## config.mk

```make
export PLATFORM = sky130hd
export DESIGN_NAME = approx_ha_array_pipe
export DESIGN_NICKNAME = d
export VERILOG_FILES = /design/src/rtl/approx_mul_pkg.sv /design/src/rtl/approx_ha_cell.sv /design/src/rtl/approx_ha_array_pipe.sv
export SDC_FILE = /design/constraint.sdc
export NUM_CORES = 1
export LEC_CHECK = 0
export BUFFER_PORTS_ARGS = -buffer_cell sky130_fd_sc_hd__buf_4
export CORE_MARGIN = 1.5
export CORE_UTILIZATION = 60
export CTS_BUF_LIST = sky130_fd_sc_hd__clkbuf_8
export DETAILED_ROUTE_END_ITERATION = 16
export PLACE_DENSITY = 0.89
export SETUP_SLACK_MARGIN = 0.3
export SLEW_MARGIN = 10
export SYNTH_ARGS = -nofsm -noshare
export SYNTH_HDL_FRONTEND = slang
export SYNTH_HIERARCHICAL = 1
export SYNTH_SLANG_ARGS = --single-unit
```

## constraint.sdc

```tcl
create_clock -name clk -period 2.85 [get_ports clk]
set_clock_uncertainty 0.1 [all_clocks]
set_input_delay 0.57 -clock clk [delete_from_list [all_inputs] [get_ports clk]]
set_output_delay 0.57 -clock clk [all_outputs]
set_load 0.005 [all_outputs]
```

## src/rtl/approx_mul_pkg.sv

```systemverilog
// Shared definitions for the approximate multiplier front-end.
//   ha_mode_e : per-column reduction mode (eliminate, OR-sum, exact half adder)
//   col_mode  : maps a column's absolute weight and the two thresholds to its mode
package approx_mul_pkg;

  typedef enum logic [1:0] {
    HA_ELIM,
    HA_OR,
    HA_EXACT
  } ha_mode_e;

  // Columns below elim are dropped. Columns in [elim, or_th) are OR-summed.
  // Everything at or above max(elim, or_th) is exact.
  function automatic ha_mode_e col_mode(input int w, input int elim, input int or_th);
    if (w < elim) return HA_ELIM;
    if (w < or_th) return HA_OR;
    return HA_EXACT;
  endfunction

endpackage

```

## src/rtl/approx_ha_cell.sv

```systemverilog
// One configurable half-adder cell of the partial-product reduction array.
//   a, b  : partial-product bits of equal absolute weight
//   mode  : HA_ELIM -> sum = carry = 0; HA_OR -> sum = a|b, carry = 0;
//           HA_EXACT -> {carry, sum} = a + b
//   sum   : result bit at the column weight
//   carry : result bit at the column weight + 1
module approx_ha_cell
  import approx_mul_pkg::*;
(
  input  logic     a,
  input  logic     b,
  input  ha_mode_e mode,
  output logic     sum,
  output logic     carry
);

  always_comb begin
    sum   = 1'b0;
    carry = 1'b0;
    case (mode)
      HA_OR: sum = a | b;
      HA_EXACT: begin
        sum   = a ^ b;
        carry = a & b;
      end
      default: ;
    endcase
  end

endmodule

```

## src/rtl/approx_ha_array_pipe.sv

```systemverilog
// Pipelined partial-product + half-adder array front-end for unsigned WxW
// approximate multipliers. Row pair r (pp rows 2r and 2r+1) is reduced by
// one row of configurable HA cells into a sum row ha_t and a carry row ha_b.
// Thresholds are captured together with the operands, so every transaction
// carries its own configuration.
//   clk, rst_n          : clock, asynchronous active-low reset
//   in_valid, in_ready  : operand handshake
//   x, y                : unsigned operands
//   cfg_elim, cfg_or    : column-mode thresholds (absolute weight)
//   out_valid, out_ready: result handshake
//   ha_b                : carry rows, row r at [r*(W-1) +: W-1], bit k weight 2r+k+2
//   ha_t                : sum rows,   row r at [r*(W+1) +: W+1], bit k weight 2r+k
module approx_ha_array_pipe
  import approx_mul_pkg::*;
#(
  parameter int W     = 8,
  parameter int CFG_W = $clog2(2 * W)
) (
  input  logic                       clk,
  input  logic                       rst_n,
  input  logic                       in_valid,
  output logic                       in_ready,
  input  logic [W-1:0]               x,
  input  logic [W-1:0]               y,
  input  logic [CFG_W-1:0]           cfg_elim,
  input  logic [CFG_W-1:0]           cfg_or,
  output logic                       out_valid,
  input  logic                       out_ready,
  output logic [(W/2)*(W-1)-1:0]     ha_b,
  output logic [(W/2)*(W+1)-1:0]     ha_t
);

  localparam int NROWS = W / 2;

  logic [W-1:0]              x_p1;
  logic [W-1:0]              y_p1;
  logic [CFG_W-1:0]          elim_p1;
  logic [CFG_W-1:0]          or_p1;
  logic                      vld_p1;
  logic                      vld_p2;
  logic                      s2_adv;
  logic [NROWS*(W-1)-1:0]    ha_b_nxt;
  logic [NROWS*(W+1)-1:0]    ha_t_nxt;

  // S2 frees up when empty or when downstream takes the result; S1 moves
  // into S2 on the same condition, so a full pipe still accepts every cycle
  // while out_ready is high.
  assign s2_adv    = !vld_p2 || out_ready;
  assign in_ready  = !vld_p1 || s2_adv;
  assign out_valid = vld_p2;

  // ---- S1: operand and configuration capture ----
  always_ff @(posedge clk or negedge rst_n) begin
    if (!rst_n) begin
      vld_p1  <= 1'b0;
      x_p1    <= '0;
      y_p1    <= '0;
      elim_p1 <= '0;
      or_p1   <= '0;
    end else if (in_ready) begin
      vld_p1 <= in_valid;
      if (in_valid) begin
        x_p1    <= x;
        y_p1    <= y;
        elim_p1 <= cfg_elim;
        or_p1   <= cfg_or;
      end
    end
  end

  // Combinational HA array between S1 and S2.
  for (genvar r = 0; r < NROWS; r++) begin : g_row
    logic [W-2:0] sum_c;
    logic [W-2:0] carry_c;
    logic         t0;

    // Cell c (1..W-1) pairs pp[2r][c] with pp[2r+1][c-1], both at weight 2r+c.
    for (genvar c = 1; c < W; c++) begin : g_col
      approx_ha_cell u_cell (
        .a     (x_p1[2*r] & y_p1[c]),
        .b     (x_p1[2*r+1] & y_p1[c-1]),
        .mode  (col_mode(2*r + c, int'(elim_p1), int'(or_p1))),
        .sum   (sum_c[c-1]),
        .carry (carry_c[c-1])
      );
    end

    // The lone low bit of the even row is only ever kept or dropped.
    assign t0 = (2*r < int'(elim_p1)) ? 1'b0 : (x_p1[2*r] & y_p1[0]);

    assign ha_t_nxt[r*(W+1) +: W+1] = {carry_c[W-2], sum_c, t0};
    // Top bit of the odd row has no partner and passes through unchanged.
    assign ha_b_nxt[r*(W-1) +: W-1] = {x_p1[2*r+1] & y_p1[W-1], carry_c[W-3:0]};
  end

  // ---- S2: registered array outputs ----
  always_ff @(posedge clk or negedge rst_n) begin
    if (!rst_n) begin
      vld_p2 <= 1'b0;
      ha_b   <= '0;
      ha_t   <= '0;
    end else if (s2_adv) begin
      vld_p2 <= vld_p1;
      if (vld_p1) begin
        ha_b <= ha_b_nxt;
        ha_t <= ha_t_nxt;
      end
    end
  end

endmodule

```

==> impl.org <==
** Setup path
- Reg2Reg Depth :: 7
- STA classifies the critical path endpoint as a register.
- At the worst endpoint, the arrival time is 2.65 ns.
- In this run the critical register-to-register path is launched from elim_p1[3]$_DFFE_PN0P_.
- In this run the worst path has a maximum fanout of 16.
- In this run the critical register-to-register path is captured at ha_t[19]$_DFFE_PN0P_.
- Worst EP required :: 3.01 ns
- Across all register-to-register paths, the minimum setup slack is 0.36 ns.
- By startpoint and endpoint, the worst setup path is classified as register to register.
- Bufs and invs on worst path :: 1
- On the critical path, the stage with the largest delay is an instance of sky130_fd_sc_hd__a211oi_1.
- Kind of cell adding the most delay to the critical path :: compound AO/OA/AOI/OAI gates
- Traced cell by cell, the critical path runs through a21o_1 -> a211oi_1 -> inv_1 -> ha_1 -> nand2b_1 -> a21oi_2 -> mux2_4.
- Type of element launching the critical path :: register
- CP max stage delay :: 0.69 ns

** Placed design
- Input and output buffers added on the ports amount to 93.
- Detailed Place HPWL :: 11200 µm
- Routability-driven placement finished with a final weighted congestion of 0.865.

** Pwr
- Highest ir drop seen on vdd :: 0.310 mV
- Power per cell area :: 510 nW/µm²
- The analysis attributes to cell leakage a power of 4.05 nW.

** Routing
- The routed design has 15600 µm of wire.
- Number of vias in the routed layout :: 4908
- After detailed routing, the number of remaining DRC violations is 0.
- Final ANT Viol Nets :: 0
- Routed wirelength normalized by instance count :: 17.5 µm
- In this run, the number of DRC markers left after iteration 0 of detailed routing was 325.
- The first TritonRoute pass finished after 5 iterations.
- Using the TritonRoute via totals, the vias-per-cell ratio works out to 5.50.

** Clock tree
- The number of setup buffers added after CTS is 0.
- Worst-Skew Late Latency :: 0.38 ns
- CTS Hold Bufs :: 0
- TritonCTS built the clock tree.
- CTS Buffer Depth :: 2
- Clock tree synthesis inserted a total of 9 buffers.
- Level count of the clock H-tree :: 3
- Num Clock Sinks :: 90
- After clock tree synthesis, the clock-pin slew on the worst setup and hold paths is 0.09 ns.
- Gates resized, CTS repair :: 0
- In this run the clock root is driven by a sky130_fd_sc_hd__clkbuf_8.

** Floorplanning
- Core Region :: 11300 µm²
- Die X :: 110 µm
- The floorplan step defined a die boundary enclosing 12200 µm².
- Count of pins on the block boundary :: 94
- The die is 110 µm tall.
- Once the floorplan was initialized, standard cells occupied 61.1% of the core.
- Row generation in the floorplan step produced 39 rows.

** Synth
- After synthesis, the cell types taking the most area are sky130_fd_sc_hd__dfrtp_1 33%, sky130_fd_sc_hd__ha_1 20%, sky130_fd_sc_hd__mux2_4 12%.
- Number of distinct standard cells referenced by the synthesized netlist :: 37
- After synthesis, the largest family of logic cells by area is adder cells.
- Number of warnings reported in the yosys synthesis log :: 6
- Summing the areas of all and, or, nand and nor instances in the mapped netlist gives 15.9% of the synthesized area.
- Count of mapped cells out of synthesis :: 656
- Summed over its instances, the top area cell type makes up 32.6% of the synthesized netlist area.
- Summing the areas of all fa, ha and maj instances in the mapped netlist gives 20.3% of the synthesized area.
- Of the synthesized area, sequential elements account for 32.6%.
- Compound-cell area share of the yosys netlist :: 6.15%
- Synthesized flop and latch total :: 90
- Summing every instance area after synthesis gives 6920 µm².
- Post-synthesis area per instance :: 10.5 µm²
- In the synthesized netlist, mux cells make up 16.3% of the area.
- Net Count, Synth :: 796
- The biggest area contributor in the post-synthesis netlist is sky130_fd_sc_hd__dfrtp_1.
- After Yosys synthesis, XOR and XNOR cells account for 0% of the synthesized area.

** Timing
- After routing, the total negative slack on setup checks comes to 0 ns.
- The hold violation count in the final report came to 0.
- The worst path uses 87.3% of the clock period.
- Hold_ws :: 0.0934 ns
- Setup repair after global routing left no endpoint under its margin.
- Slew Limit Fails :: 0
- Final setup vio count :: 0
- Worst-Margin Slew :: 0.816 ns
- Min Clock Period, post-route :: 2.49 ns
- Slew Limit Headroom :: 45.3%
- Derived from the worst setup path, the maximum achievable clock frequency is 402 MHz.

** Global routing
- Initial antenna violation count :: 0
- The first global-routing pass estimated 25000 µm of wire.
- In the global route stage, met3 resource usage came out at 5.64%.
- GRT Resource Usage Total :: 27.4%
- The via count of the first global-routing pass came to 5115.
- Met2 Track Usage GR :: 46.3%
- Global routing used 34.2% of the available met1 tracks.
- Entering global routing, the biggest net connects 65 pins.
- Summed over all layers, the global routing overflow is 0.
- In this run the most used layer during global routing was met2.

** Run
- Max-cap violations in this run came to 0.

** Final layout
- The repair_antennas step left the layout with diodes totalling 0.
- Leaving out fill and tap cells, the most frequent cell in the layout is sky130_fd_sc_hd__inv_1.
- Layout area overhead :: 13.2%
- The filler cells instantiated in the layout total 821.
- The post-route netlist has 30.5% of its cells at a drive strength greater than 1.
- After the last flow step, the layout net total stands at 885.
- Leaving out fill and tap cells, the most frequent cells in the layout are 116 x sky130_fd_sc_hd__inv_1, 112 x sky130_fd_sc_hd__ha_1, 94 x sky130_fd_sc_hd__buf_4.

** Min path
- The tightest min-delay check is of the primary input to async pin type.

** Run status
- The run finished with clean final reports.
stage by stage:
step / utilization (%) / instances / total power, mW / area, µm² / setup WS [ns]
floorplan: - / 656 / 2.59 / 6920 / 0.611
global placement: 67.5 / 877 / 2.97 / 7640 / 0.518
detailed placement: 67.5 / 877 / 3.08 / 7640 / 0.472
CTS: 69.2 / 893 / 3.99 / 7830 / 0.447
global route: 69.2 / 893 / 4.25 / 7830 / 0.321
finish: 69.2 / 893 / 3.99 / 7830 / 0.363
cell type report:
| type | instances | area, µm² | share of cell area [%] |
|---|---|---|---|
| multi-input combinational | 436 | 4060 | 51.8 |
| clock inverter | 5 | 46.3 | 0.591 |
| sequential | 90 | 2250 | 28.7 |
| clock buffer | 11 | 151 | 1.93 |
| inverter | 113 | 424 | 5.41 |
| tap | 143 | 179 | 2.28 |
| timing repair buffer | 95 | 726 | 9.26 |
report_power, final:
part           switching (mW)  leakage (nW)  internal, mW
logic                   0.704          2.76         0.719
clock network           0.461         0.113         0.443
registers               0.245          1.18          1.42
registers in the layout (all words and copies together) (netlist names):
register   flops
elim_p1        4
ha_b          28
ha_t          36
or_p1          4
out_valid      1
vld_p1         1
x_p1           8
y_p1           8
worst max-delay path by stage:
| stage | startpoint | endpoint | depth (start not counted) |
|---|---|---|---|
| floorplan | elim_p1[2]$_DFFE_PN0P_ | ha_b[12]$_DFFE_PN0P_ | 7 |
| global placement | elim_p1[3]$_DFFE_PN0P_ | ha_t[5]$_DFFE_PN0P_ | 7 |
| detailed placement | elim_p1[3]$_DFFE_PN0P_ | ha_t[19]$_DFFE_PN0P_ | 7 |
| CTS | elim_p1[3]$_DFFE_PN0P_ | ha_t[19]$_DFFE_PN0P_ | 7 |
| global route | or_p1[3]$_DFFE_PN0P_ | ha_t[21]$_DFFE_PN0P_ | 7 |
| finish | elim_p1[3]$_DFFE_PN0P_ | ha_t[19]$_DFFE_PN0P_ | 7 |
cells by family after synthesis:
| logic type | after synthesis |
|---|---|
| adders and majority gates | 112 |
| DFF | 90 |
| AOI/OAI and AO/OA | 53 |
| buffers and inverters | 130 |
| and+or+nand+nor | 189 |
| muxes | 82 |
cells in the mapped netlist (all sizes together):
master / n
a31oi: 3
buf: 13
nand3: 3
nand2: 34
o21a: 1
a21o: 2
clkbuf: 4
a21oi: 35
a22oi: 1
a31o: 1
ha: 112
nor3b: 2
nor3: 5
dfrtp: 90
a211oi: 1
nand2b: 31
nor2: 11
and2: 85
nand3b: 1
a21bo: 4
inv: 113
and3b: 1
or3: 1
or2: 3
a211o: 1
nor2b: 6
mux2: 82
nand4: 6
o2bb2ai: 2
o31a: 1
o21ai: 1
routing by layer:
metal | share of wire, % | routed length [µm]
met3 | 6.4 | 1010
met5 | 0 | 0
met1 | 42 | 6520
met2 | 49 | 7650
met4 | 3.0 | 466
(Power assumes the default switching activity.)
